[src/rtl/game_state_ctrl.sv]
// game_state_ctrl: multi-level game-flow FSM with lives, timed DYING/CLEAR intervals, win detection and optional pause.
// Ports: clk, rst_n (async active-low); start/pause (rising-edge detected), restart (sync abort to IDLE),
// over/success (level, sampled in PLAY); state (IDLE=0 PLAY=1 PAUSE=2 DYING=3 CLEAR=4 OVER=5 WIN=6),
// level (0-based), lives, life_lost and level_up (one-cycle pulses). All outputs registered.
// Optional feature: define GAME_PAUSE_EN to enable the PAUSE state; otherwise pause is unused and code 2 recovers to IDLE.
module game_state_ctrl #(
  parameter int NUM_LEVELS = 4,
  parameter int NUM_LIVES = 3,
  parameter int RESPAWN_CYCLES = 16,
  parameter int CLEAR_CYCLES = 16,
  localparam int LW = (NUM_LEVELS > 1) ? $clog2(NUM_LEVELS) : 1,
  localparam int VW = $clog2(NUM_LIVES + 1)
) (
  input  logic          clk,
  input  logic          rst_n,
  input  logic          start,
  input  logic          restart,
  input  logic          over,
  input  logic          success,
  input  logic          pause,
  output logic [2:0]    state,
  output logic [LW-1:0] level,
  output logic [VW-1:0] lives,
  output logic          life_lost,
  output logic          level_up
);
  localparam int TMAX = (RESPAWN_CYCLES > CLEAR_CYCLES) ? RESPAWN_CYCLES : CLEAR_CYCLES;
  localparam int TW = (TMAX > 1) ? $clog2(TMAX) : 1;
  localparam logic [VW-1:0] LIVES0 = VW'(NUM_LIVES);
  localparam logic [LW-1:0] LAST = LW'(NUM_LEVELS - 1);
  typedef enum logic [2:0] {
    IDLE = 3'd0, PLAY = 3'd1, PAUSE = 3'd2, DYING = 3'd3,
    CLEAR = 3'd4, OVER = 3'd5, WIN = 3'd6
  } state_t;
  state_t st;
  logic [TW-1:0] timer;
  logic start_q, pause_q;
  logic start_rise, pause_rise;
  assign start_rise = start & ~start_q;
  assign pause_rise = pause & ~pause_q;
  assign state = st;
`ifndef GAME_PAUSE_EN
  logic unused;
  assign unused = pause_rise;
`endif
  always_ff @(posedge clk or negedge rst_n)
    if (!rst_n) begin
      st <= IDLE;
      level <= '0;
      lives <= LIVES0;
      timer <= '0;
      start_q <= 1'b0;
      pause_q <= 1'b0;
      life_lost <= 1'b0;
      level_up <= 1'b0;
    end else begin
      start_q <= start;
      pause_q <= pause;
      life_lost <= 1'b0;
      level_up <= 1'b0;
      if (restart) begin
        st <= IDLE;
        level <= '0;
        lives <= LIVES0;
        timer <= '0;
      end else
        case (st)
          IDLE, OVER, WIN:
            if (start_rise) begin
              st <= PLAY;
              level <= '0;
              lives <= LIVES0;
            end
          PLAY:
            if (over) begin
              life_lost <= 1'b1;
              if (lives > VW'(1)) begin
                st <= DYING;
                lives <= lives - VW'(1);
                timer <= TW'(RESPAWN_CYCLES - 1);
              end else begin
                st <= OVER;
                lives <= '0;
              end
            end else if (success) begin
              if (level == LAST) st <= WIN;
              else begin
                st <= CLEAR;
                timer <= TW'(CLEAR_CYCLES - 1);
              end
            end
`ifdef GAME_PAUSE_EN
            else if (pause_rise) st <= PAUSE;
          PAUSE:
            if (pause_rise) st <= PLAY;
`endif
          DYING:
            if (timer == '0) st <= PLAY;
            else timer <= timer - TW'(1);
          CLEAR:
            if (timer == '0) begin
              st <= PLAY;
              level <= level + LW'(1);
              level_up <= 1'b1;
            end else timer <= timer - TW'(1);
          default: begin
            st <= IDLE;
            level <= '0;
            lives <= LIVES0;
            timer <= '0;
          end
        endcase
    end
endmodule
[config.mk]
export PLATFORM = sky130hd
export DESIGN_NAME = game_state_ctrl
export DESIGN_NICKNAME = d
export VERILOG_FILES = /design/src/rtl/game_state_ctrl.sv
export SDC_FILE = /design/constraint.sdc
export NUM_CORES = 1
export LEC_CHECK = 0
export BUFFER_PORTS_ARGS = -buffer_cell sky130_fd_sc_hd__buf_4
export CAP_MARGIN = 20
export CORE_MARGIN = 3
export CORE_UTILIZATION = 35
export CTS_CLUSTER_SIZE = 12
export DETAILED_ROUTE_END_ITERATION = 7
export PLACE_DENSITY_LB_ADDON = 0.1
export RECOVER_POWER = 100
export REMOVE_ABC_BUFFERS = 1
export SLEW_MARGIN = 20
export SYNTH_ARGS = -nofsm -noshare
export SYNTH_HDL_FRONTEND = slang
export SYNTH_SLANG_ARGS = --single-unit
[constraint.sdc]
create_clock -name clk -period 2.6 [get_ports clk]
set_clock_uncertainty 0.05 [all_clocks]
set_input_delay 0.52 -clock clk [delete_from_list [all_inputs] [get_ports clk]]
set_output_delay 0.52 -clock clk [all_outputs]
set_load 0.05 [all_outputs]
-- Word level (Yosys, flattened, before mapping)
Index checks and enable logic that the tools add are counted.
- register bits after elaboration: 14
- input bits: 7
- output and inout bits: 9
- logic and storage cells: 69
- $add $sub $neg: 3
- magnitude comparators: 1
- eq/ne operators: 17
- muxes and demuxes: 30
- bitwise logic cells: 2
- reduce and logical (&&, ||, !) cells: 9
- operators with widths (kind ; count):
    $mux 4 ; 6
    $mux 3 ; 6
    $mux 2 ; 8
    $ne 3x3->1 const B ; 4
    $ne 4x4->1 const B ; 3
    $pmux 2 s3 ; 2
    $pmux 4 s3 ; 1
    $eq 3x3->1 const B ; 3
    $pmux 3 s3 ; 1
    $reduce_and 3->1 ; 3
    $mux 1 ; 6
    $reduce_and 5->1 ; 1
    $logic_not 4->1 ; 1
    $ne 2x1->1 const B ; 2
    $reduce_or 2->1 ; 2
    $sub 4x1->4 const B ; 1
    $eq 3x1->1 const B ; 1
    $eq 3x2->1 const B ; 1
    $logic_not 3->1 ; 1
    $ne 3x1->1 const B ; 1
    $reduce_or 3->1 ; 1
    $add 2x1->2 const B ; 1
    $eq 2x2->1 const B ; 1
    $gt 2x1->1 const B ; 1
    other kinds (4) ; 4

-- Longest topological paths before layout
Gate-level depths: netlist (run 1).
- depth in word-level cells: 6
- mapped depth: 8
- mapped depth without buffers: 7

-- Worst setup path before layout (run 1)
Ideal clock, no wire load.
- path type: register to register
- start point: register st[0], in the netlist state[0]
- end point: register st[2], in the netlist state[2]
- setup time: 128 ps
- arrival: 1985 ps
- data required time: 2422 ps
- slack: 437 ps
- stages on the path, launching flop included: 7
- buffers on the path: 2
- clock period less this slack: 2163 ps
- cell sequence: dfrtp_1 buf_2 or4b_1 buf_2 nor3_2 a211oi_2 mux2_1
- longest elaborated chain between the ends: 4
- elaborated cells between the ends (all ways): 14
- those cells by class: eq/ne (8); mux (2); reduce/logical (4)
- ends and longest elaborated chain (element ; line ; source):
    start, declared ; 35 ; state_t st;
    start signal, assigned ; 48 ; st <= IDLE;
    start signal, assigned ; 62 ; st <= IDLE;
    start signal, assigned ; 70 ; st <= PLAY;
    $eq 3x3->1 (tied with other cells) ; 67 ; case (st)
    $reduce_or 3->1 / $reduce_or 2->1 (equally long branches) ; n/a ;
    $ne 3x3->1 (no source line) (tied with other cells) ; n/a ;
    $reduce_and 3->1 (no source line) / $mux 3 (equally long branches) ; n/a ;
Parallel ways exist; a longest one is shown, timed or not.
A chain may end at the register's enable or synchronous reset.

-- Worst setup path after layout (run 1)
- start point: register st[1], in the netlist state[1]
- end point: register st[2], in the netlist state[2]
Same word-level chain as after synthesis.

==> results.cfg, run 1 <==
[clock_tree]
cts.reportedPaths.clkPinSlew_ps = 90
post_cts.repair.setup_buffers = 0
postCtsHoldBufs = 0
tritoncts_clock_tree = yes
cts_num_sinks = 14
cts.path.max_buffers = 2
cts_made_buffers = 3
htreeDepth = 1
clock-root-buffer = sky130_fd_sc_hd__clkbuf_4
clk_latency_ps = 280
postCtsResizedCells = 0

[cells_and_area]
n_antenna_cell = 0
fillerInstances = 238
flow.area_growth_from_synthesis_pct = 11.3
post_layout_instance_area_um2 = 958
finish.net_count = 110
fraction_of_final_layout_cells_with_drive_strength_greater_than_1 = 0.190

[setup_path]
critical-path-slowest-cell = sky130_fd_sc_hd__or4b_1
critical_path.max_stage_delay_ps = 710
reg2reg_setup_slack_ps = 450
critical_path_required_ps = 2720
reg2reg_from = state[1]
cp_cell_sequence = or4b_1, nor3_1, a211oi_2, mux2_1
setup.worst_path.start_class = flop
crit_fanout = 13
timing.reg2reg.worst_path_depth = 4
timing.setup.critical_path_class = reg -> reg
cp.arrival_ps = 2260
endpoint_kind_of_the_worst_setup_timing_path = flop
rr_endpoint = state[2]

[yosys]
synth_enable_flop_cells = 0
synth_largest_type_area_fraction = 0.349
yosysUniqueCellTypes = 39
synthesis.yosys.warnings = 0
share_of_async_settable_or_async_resettable_flops_after_synthesis = 1.00
synth_area_leader_cell = sky130_fd_sc_hd__dfrtp_1
syn_area_um2 = 861
synth_ff_type = sky130_fd_sc_hd__dfrtp_1
most_area_consuming_cells_after_synthesis = sky130_fd_sc_hd__dfrtp_1 (35%), sky130_fd_sc_hd__dfstp_2 (6.1%), sky130_fd_sc_hd__a21oi_1 (5.2%), sky130_fd_sc_hd__mux2_2 (5.2%), sky130_fd_sc_hd__nor2_1 (3.1%)
synthCells = 88
post-synth-top-count-cell = sky130_fd_sc_hd__dfrtp_1
ys_ff_latch = 14
synth_common_cells = sky130_fd_sc_hd__dfrtp_1 (12), sky130_fd_sc_hd__a21oi_1 (9), sky130_fd_sc_hd__nor2_1 (7), sky130_fd_sc_hd__inv_1 (6)
syn_avg_cell_area_um2 = 9.78
yosysSeqAreaShare = 0.410

[detailed_routing]
total_number_of_vias = 707
routed_via_density = 5.52
route.final.wire_length_um = 1820
detail_route.drc_violations = 0
drt_pre_antenna_iters = 4
drtAntennaViolNets = 0
drt_iter0_drc = 16
post_drt_wl_per_cell_um = 14.2

[placement]
dpl-instance-area_um2 = 973
gp_routability_congestion = 0.788
preCtsSetupSlack_ps = 468
place.detailed.hpwl_um = 1340
port-buffer-count = 14

[floorplan]
die_height_um = 55.6
start_util = 0.378
overall_die_area_um2 = 3090
floorplan.io_pins = 16
fp.dieW_um = 55.6
core_area_um2 = 2280
row_count = 17

[timing]
fin_crit_ps = 2150
min_period_over_period = 0.825
setup_repair_after_global_routing_missed_its_margin = false
fin_hold_ws_ps = 240
achievable-frequency_mhz = 466
finalSetupTns_ps = 0
final_number_of_setup_violating_endpoints = 0
worst_slew_margin_rel = 0.467
final.setup.worst_slack_ps = 455
hold_violations = 0
slew_violations = 0
tightestPinTransition_ps = 799

[power]
power-per-cell-area_nw_per_um2 = 828
report.power.total_mw = 0.794
worst_ir_drop_vdd_uv = 381
leakage_nw = 0.415

[worst_hold_path]
kind_of_path_behind_the_tightest_hold_check = in -> async

[grt]
grt.busiest_layer = met1
wire_length_of_the_first_global_routing_pass_um = 3260
globalRouteMet2Util = 0.189
grt-ovfl-total = 0
use_met1 = 0.193
number_of_global_route_vias_before_repair = 679
grtUsageTotal = 0.132
largest_net_degree_at_the_start_of_global_routing = 15
initial_antenna_violation_count = 0
grt_util_met3 = 0.0278

[outcome]
run_status = completed

[flow_run]
maxCapViolCount = 0
-- layout by cell type, fill, tap and decap left out, types with 2 or more instances in the layout --
cell | synthesis | routed
sky130_fd_sc_hd__a21oi_1 | 9 | 9
sky130_fd_sc_hd__buf_4 | 0 | 3
sky130_fd_sc_hd__clkbuf_1 | 2 | 10
sky130_fd_sc_hd__clkbuf_4 | 0 | 4
sky130_fd_sc_hd__dfrtp_1 | 12 | 12
sky130_fd_sc_hd__dfstp_2 | 2 | 2
sky130_fd_sc_hd__ha_1 | 2 | 2
sky130_fd_sc_hd__inv_1 | 6 | 6
sky130_fd_sc_hd__mux2_2 | 4 | 4
sky130_fd_sc_hd__nand2_1 | 3 | 3
sky130_fd_sc_hd__nand2b_1 | 2 | 2
sky130_fd_sc_hd__nor2_1 | 7 | 8
sky130_fd_sc_hd__nor2b_1 | 2 | 2
sky130_fd_sc_hd__nor3_1 | 1 | 2
sky130_fd_sc_hd__nor4b_1 | 3 | 3
sky130_fd_sc_hd__o21a_1 | 2 | 2
sky130_fd_sc_hd__o21ai_0 | 2 | 2
sky130_fd_sc_hd__o22a_1 | 2 | 2
-- cell type report --
class / instances / area, um^2 / share of cell area
multi-input combinational: 62 / 444 / 0.463
tap: 28 / 35.0 / 0.0366
inverter: 6 / 22.5 / 0.0235
clock buffer: 4 / 36.3 / 0.0379
sequential: 14 / 353 / 0.368
timing repair buffer: 14 / 67.6 / 0.0705
-- cells by family after synthesis --
| family | synth area share |
|---|---|
| flops | 0.410 |
| xor+xnor | 0.0102 |
| compound gates | 0.240 |
| simple gates | 0.188 |
| buf+inv | 0.0581 |
| mux | 0.0654 |
| fa+ha+maj | 0.0291 |
-- flip-flops by register name, indices dropped and copies added (netlist names) --
signal     cells
level          2
level_up       1
life_lost      1
lives          2
start_q        1
state          3
timer          4
-- routing by layer --
| metal | up-vias | share of wire | wire length [um] |
|---|---|---|---|
| li1 | 343 | - | - |
| met1 | 342 | 0.48 | 870 |
| met2 | 20 | 0.46 | 829 |
| met3 | 2 | 0.058 | 106 |
| met4 | 0 | 0.0077 | 14 |
| met5 | - | 0 | 0 |
-- worst max-delay path: cells and delay by family, from the launching register on --
kind / cells / cell delay, ps
muxes: 1 / 330
AOI/OAI and AO/OA: 1 / 120
and+or+nand+nor: 2 / 1010
DFF: 1 / 520
-- report_power, final --
group          switching [mW]  total [mW]  leakage (nW)  internal [mW]
Clock                  0.0763       0.161        0.0210         0.0851
Sequential             0.0518       0.314         0.179          0.262
Combinational           0.196       0.318         0.215          0.122
-- metrics by stage --
| step | util | instances |
|---|---|---|
| 2_1_floorplan | - | 82 |
| 3_3_place_gp | 0.428 | 124 |
| 3_5_place_dp | 0.428 | 124 |
| 4_1_cts | 0.444 | 128 |
| 5_1_grt | 0.421 | 128 |
| 6_report | 0.421 | 128 |
-- how the worst max path moves through the flow --
| stage | startpoint | end | slack [ps] | depth (start not counted) |
|---|---|---|---|---|
| floorplan | state[1] | state[2] | 490 | 4 |
| global placement | restart | timer[1] | 470 | 6 |
| detailed placement | restart | timer[1] | 470 | 6 |
| CTS | timer[0] | state[0] | 490 | 7 |
| global route | timer[0] | state[0] | 270 | 7 |
| finish | state[1] | state[2] | 450 | 4 |
(Power assumes the default switching activity.)
==> run 2: changes to the inputs <==
==> constraint.sdc (replaced) <==
create_clock -name clk -period 1.98 [get_ports clk]
set_clock_uncertainty 0.05 [all_clocks]
set_input_delay 0.396 -clock clk [delete_from_list [all_inputs] [get_ports clk]]
set_output_delay 0.396 -clock clk [all_outputs]
set_load 0.05 [all_outputs]
==> run 2 against run 1 <==
Compared with the run above: sequential power grew 31%; critical path depth increased by 2; sequential cell count did not move; global-route usage is 0.47 points higher; sequential share of layout area is 5.2 points lower; register-to-register slack got worse by 410 ps; routed wire length increased by 6.4%; final cell count increased by 10%; maximum frequency is 11% higher; critical path type unchanged; critical endpoint unchanged.
==> results.cfg, run 2 (synthesized netlist as in run 1, its figures left out) <==
[setup_path]
timing.setup.critical_path_class = reg -> reg
cp.arrival_ps = 2050
setup.worst_path.start_class = flop
crit_fanout = 3
endpoint_kind_of_the_worst_setup_timing_path = flop
critical_path_required_ps = 2100
critical_path.startpoint = timer[1]
reg2reg_from = timer[1]

[power]
clock_power_share = 0.179
worst_ir_drop_vdd_uv = 600
switching_power_mw = 0.463
share_seq_of_total_power = 0.345
leakage_nw = 0.510
power.switching_fraction = 0.389
power-per-cell-area_nw_per_um2 = 1060
report.power.total_mw = 1.19
p_comb_frac = 0.476
internal_mw = 0.726

[floorplan]
floorplan.io_pins = 16
fp.dieW_um = 55.6
row_count = 17
overall_die_area_um2 = 3090
start_util = 0.378
die_height_um = 55.6
core_area_um2 = 2280

[timing]
final_number_of_setup_violating_endpoints = 0
slew_violations = 0
fin_hold_ws_ps = 199
min_period_over_period = 0.975
tightestPinTransition_ps = 797
fin_crit_ps = 1930
achievable-frequency_mhz = 518
hold_violations = 0
setup_repair_after_global_routing_missed_its_margin = true
final.setup.worst_slack_ps = 49.5
finalSetupTns_ps = 0
worst_slew_margin_rel = 0.469

[placement]
port-buffer-count = 14
dpl-instance-area_um2 = 1030
preCtsSetupSlack_ps = 59.5
gp_routability_congestion = 0.809
dpl.cell_count = 132
place.detailed.hpwl_um = 1470

[grt]
initial_antenna_violation_count = 0
number_of_global_route_vias_before_repair = 724
wire_length_of_the_first_global_routing_pass_um = 3390
grt-ovfl-total = 0
grtUsageTotal = 0.137
largest_net_degree_at_the_start_of_global_routing = 15

[cells_and_area]
finish.cell_count_without_fillers = 141
sequential_area_um2 = 355
fillerInstances = 220
fraction_of_final_layout_cells_with_drive_strength_greater_than_1 = 0.398
flow.area_growth_from_synthesis_pct = 30.4
max_ffs_per_register = 4
finish.net_count = 123
multiInputGateArea_um2 = 493
utilization = 0.493
final_common_cell = sky130_fd_sc_hd__buf_4
reg_with_most_ffs = timer
n_antenna_cell = 0
post_layout_instance_area_um2 = 1120
final_cell_mix = sky130_fd_sc_hd__buf_4 (18), sky130_fd_sc_hd__dfrtp_1 (10), sky130_fd_sc_hd__a21oi_1 (9)

[detailed_routing]
post_drt_wl_per_cell_um = 13.7
detail_route.drc_violations = 0
route.final.wire_length_um = 1940
drt_iter0_drc = 19
total_number_of_vias = 725
routed_via_density = 5.14
drt_pre_antenna_iters = 5
drtAntennaViolNets = 0

[outcome]
run_status = completed

[clock_tree]
clk_latency_ps = 280
cts_made_buffers = 3
cts_num_sinks = 14
tritoncts_clock_tree = yes
htreeDepth = 1
cts.path.max_buffers = 2
cts.reportedPaths.clkPinSlew_ps = 90
clock-root-buffer = sky130_fd_sc_hd__clkbuf_4

[flow_run]
maxCapViolCount = 0

[worst_hold_path]
kind_of_path_behind_the_tightest_hold_check = in -> reg
hold_path.startpoint = start
## run 2: power by group through the flow
stage          logic [mW]  clock network [mW]  registers [mW]
3_5_place_dp        0.519                   0           0.413
5_1_grt             0.626               0.239           0.420
6_report            0.565               0.213           0.411
3_3_place_gp        0.516                   0           0.412
2_1_floorplan       0.263                   0           0.485
4_1_cts             0.522               0.223           0.406
## run 2: timing repair
item | 4_1_cts | 5_1_grt
hold buffers | 1 | 0
hold endpoints to repair | 12 | 0
buffers inserted | 0 | 4
endpoints found under the setup margin | 0 | 7
gates resized for setup | 0 | 11
## run 2: worst paths after layout
kind                            end  slack (ps)  depth (start not counted)
max in group asynchronous  state[1]         680                          2
setup / recovery           state[2]          50                          6
min in group asynchronous   start_q         660                          2
setup reg to reg           state[2]          50                          6
hold reg to reg            level[1]         490                          2
hold / removal              start_q         200                          1
## run 2: worst max-delay path, cell delays in order (launching register included)
cell and delay (ps):
sky130_fd_sc_hd__dfrtp_1 410, sky130_fd_sc_hd__inv_1 60, sky130_fd_sc_hd__ha_1 140, sky130_fd_sc_hd__or3b_4 380, sky130_fd_sc_hd__o21a_1 140, sky130_fd_sc_hd__a211oi_4 310, sky130_fd_sc_hd__mux2_4 330
## run 2: metal layers
| layer | vias up | GRT usage | wire length, um |
|---|---|---|---|
| met4 | 0 | 0.0313 | 14 |
| met5 | - | 0 | 0 |
| met1 | 341 | 0.188 | 905 |
| li1 | 368 | - | - |
| met3 | 2 | 0.0302 | 75 |
| met2 | 14 | 0.220 | 941 |
## run 2: area by class of cell
class                      instances  area share
inverter                           6      0.0201
tap                               28      0.0312
sequential                        14       0.317
multi-input combinational         62       0.439
clock buffer                       4      0.0323
timing repair buffer              27       0.161
==> run 3: changes to the inputs <==
--- a/config.mk
+++ b/config.mk
@@ -13,7 +13,6 @@
 export DETAILED_ROUTE_END_ITERATION = 7
 export PLACE_DENSITY_LB_ADDON = 0.1
 export RECOVER_POWER = 100
-export REMOVE_ABC_BUFFERS = 1
 export SLEW_MARGIN = 20
 export SYNTH_ARGS = -nofsm -noshare
 export SYNTH_HDL_FRONTEND = slang
==> run 3 against run 2 <==
Compared with the run above: the flow now finishes with violations (setup timing); sequential share of layout area grew 1.4 points; worst hold slack gained 6.6 ps; global-route usage grew 0.26 points; final cell count shrank 2.1%; combinational power shrank 4.2%; register-to-register slack lost 50 ps; die area is the same; clock power shrank 17%; sequential cell count is the same; core utilization shrank 1.9 points; critical endpoint unchanged; largest power group unchanged.
==> results.cfg, run 3 (synthesized netlist as in run 1, its figures left out) <==
[cells_and_area]
final_cell_mix = sky130_fd_sc_hd__buf_4 (12), sky130_fd_sc_hd__a21oi_1 (9), sky130_fd_sc_hd__clkbuf_1 (9), sky130_fd_sc_hd__dfrtp_1 (9), sky130_fd_sc_hd__nor2_1 (7)
post_layout_instance_area_um2 = 1080
n_antenna_cell = 0
max_ffs_per_register = 4
flow.area_growth_from_synthesis_pct = 25.3
final_common_cell = sky130_fd_sc_hd__buf_4
utilization = 0.474
finish.net_count = 120
fraction_of_final_layout_cells_with_drive_strength_greater_than_1 = 0.364
reg_with_most_ffs = timer

[floorplan]
die_height_um = 55.6
overall_die_area_um2 = 3090
fp.dieW_um = 55.6
floorplan.io_pins = 16
row_count = 17
core_area_um2 = 2280
start_util = 0.378

[clock_tree]
cts.reportedPaths.clkPinSlew_ps = 100
cts_num_sinks = 14
clk_latency_ps = 280
tritoncts_clock_tree = yes
cts.path.max_buffers = 2
htreeDepth = 1
cts_made_buffers = 3
clock-root-buffer = sky130_fd_sc_hd__clkbuf_4

[power]
worst_ir_drop_vdd_uv = 525
clock_power_share = 0.157
internal_mw = 0.670
switching_power_mw = 0.455
power.switching_fraction = 0.405
p_comb_frac = 0.480
power-per-cell-area_nw_per_um2 = 1040
report.power.total_mw = 1.13
leakage_nw = 0.472
share_seq_of_total_power = 0.363

[detailed_routing]
total_number_of_vias = 729
detail_route.drc_violations = 0
routed_via_density = 5.28
drt_iter0_drc = 3
drtAntennaViolNets = 0
post_drt_wl_per_cell_um = 14.1
drt_pre_antenna_iters = 4
route.final.wire_length_um = 1950

[placement]
dpl-instance-area_um2 = 1040
gp_routability_congestion = 0.754
port-buffer-count = 14
preCtsSetupSlack_ps = -60.3
place.detailed.hpwl_um = 1470

[setup_path]
critical_path.max_stage_delay_ps = 400
critical-path-slowest-cell = sky130_fd_sc_hd__dfrtp_1
critical-path-top-delay-family = flip-flops
cp_cell_sequence = inv_1, ha_2, or3b_4, o21a_1, a211oi_2, buf_4, mux2_4
endpoint_kind_of_the_worst_setup_timing_path = flop
setup.worst_path.start_class = flop
timing.setup.critical_path_class = reg -> reg
critical_path_required_ps = 2100
critical_path.n_buffers_inverters = 2
crit_fanout = 3
cp.arrival_ps = 2100

[grt]
number_of_global_route_vias_before_repair = 741
largest_net_degree_at_the_start_of_global_routing = 15
initial_antenna_violation_count = 0
grt-ovfl-total = 0
wire_length_of_the_first_global_routing_pass_um = 3470
grtUsageTotal = 0.140

[timing]
tightestPinTransition_ps = 828
min_period_over_period = 1.00
slew_violations = 0
worst_slew_margin_rel = 0.448
final_number_of_setup_violating_endpoints = 2
achievable-frequency_mhz = 504
hold_violations = 0
fin_crit_ps = 1980
setup_repair_after_global_routing_missed_its_margin = true
final.setup.worst_slack_ps = -4.82

[yosys]
syn-num-nets = 97

[worst_hold_path]
kind_of_path_behind_the_tightest_hold_check = in -> reg

[flow_run]
maxCapViolCount = 0

[outcome]
violations = setup timing
run_status = finished, violations left
## run 3: layout make-up
class / count / area (um^2)
Tap cell: 28 / 35.0
Sequential cell: 14 / 357
Fill cell: 220 / 1200
Inverter: 6 / 22.5
Multi-Input combinational cell: 62 / 488
Timing Repair Buffer: 24 / 150
Clock buffer: 4 / 26.3
## run 3: path summary, 6_finish.rpt
| kind | from | endpoint | slack [ps] | cells after the start |
|---|---|---|---|---|
| max in group asynchronous | rst_n | state[2] | 640 | 2 |
| worst min-delay path | start | start_q | 210 | 1 |
| worst min register to register | level[1] | level[1] | 480 | 2 |
| worst max register to register | timer[1] | state[2] | -5 | 7 |
| worst max-delay path | timer[1] | state[2] | -5 | 7 |
| min in group asynchronous | rst_n | timer[2] | 660 | 2 |
## run 3: per-layer routing
metal	global-route usage	up-vias	wire, um
li1	-	364	-
met1	0.187	347	978
met2	0.223	14	867
met3	0.0255	4	74
met4	0.0521	0	24
met5	0	-	0
## run 3: timing repair
item	CTS	global route
pin swaps	0	2
setup endpoints to repair	1	4
gates resized for setup	1	6
setup buffers	0	1
hold buffers	1	0
hold endpoints to repair	12	0
## run 3: metrics by stage
step / hold WS (ps) / std cells / TNS [ps]
floorplan: 50.4 / 88 / 0
global placement: 209 / 132 / 0
detailed placement: 210 / 132 / -60.3
CTS: 172 / 137 / 0
global route: 194 / 138 / -164
finish: 206 / 138 / -6.10
## run 3: power groups by stage
stage | clock network (mW) | registers (mW) | logic [mW]
after floorplan | 0 | 0.476 | 0.300
after global placement | 0 | 0.410 | 0.512
after detailed placement | 0 | 0.411 | 0.520
after CTS | 0.184 | 0.407 | 0.529
after global routing | 0.193 | 0.420 | 0.597
final | 0.177 | 0.408 | 0.541
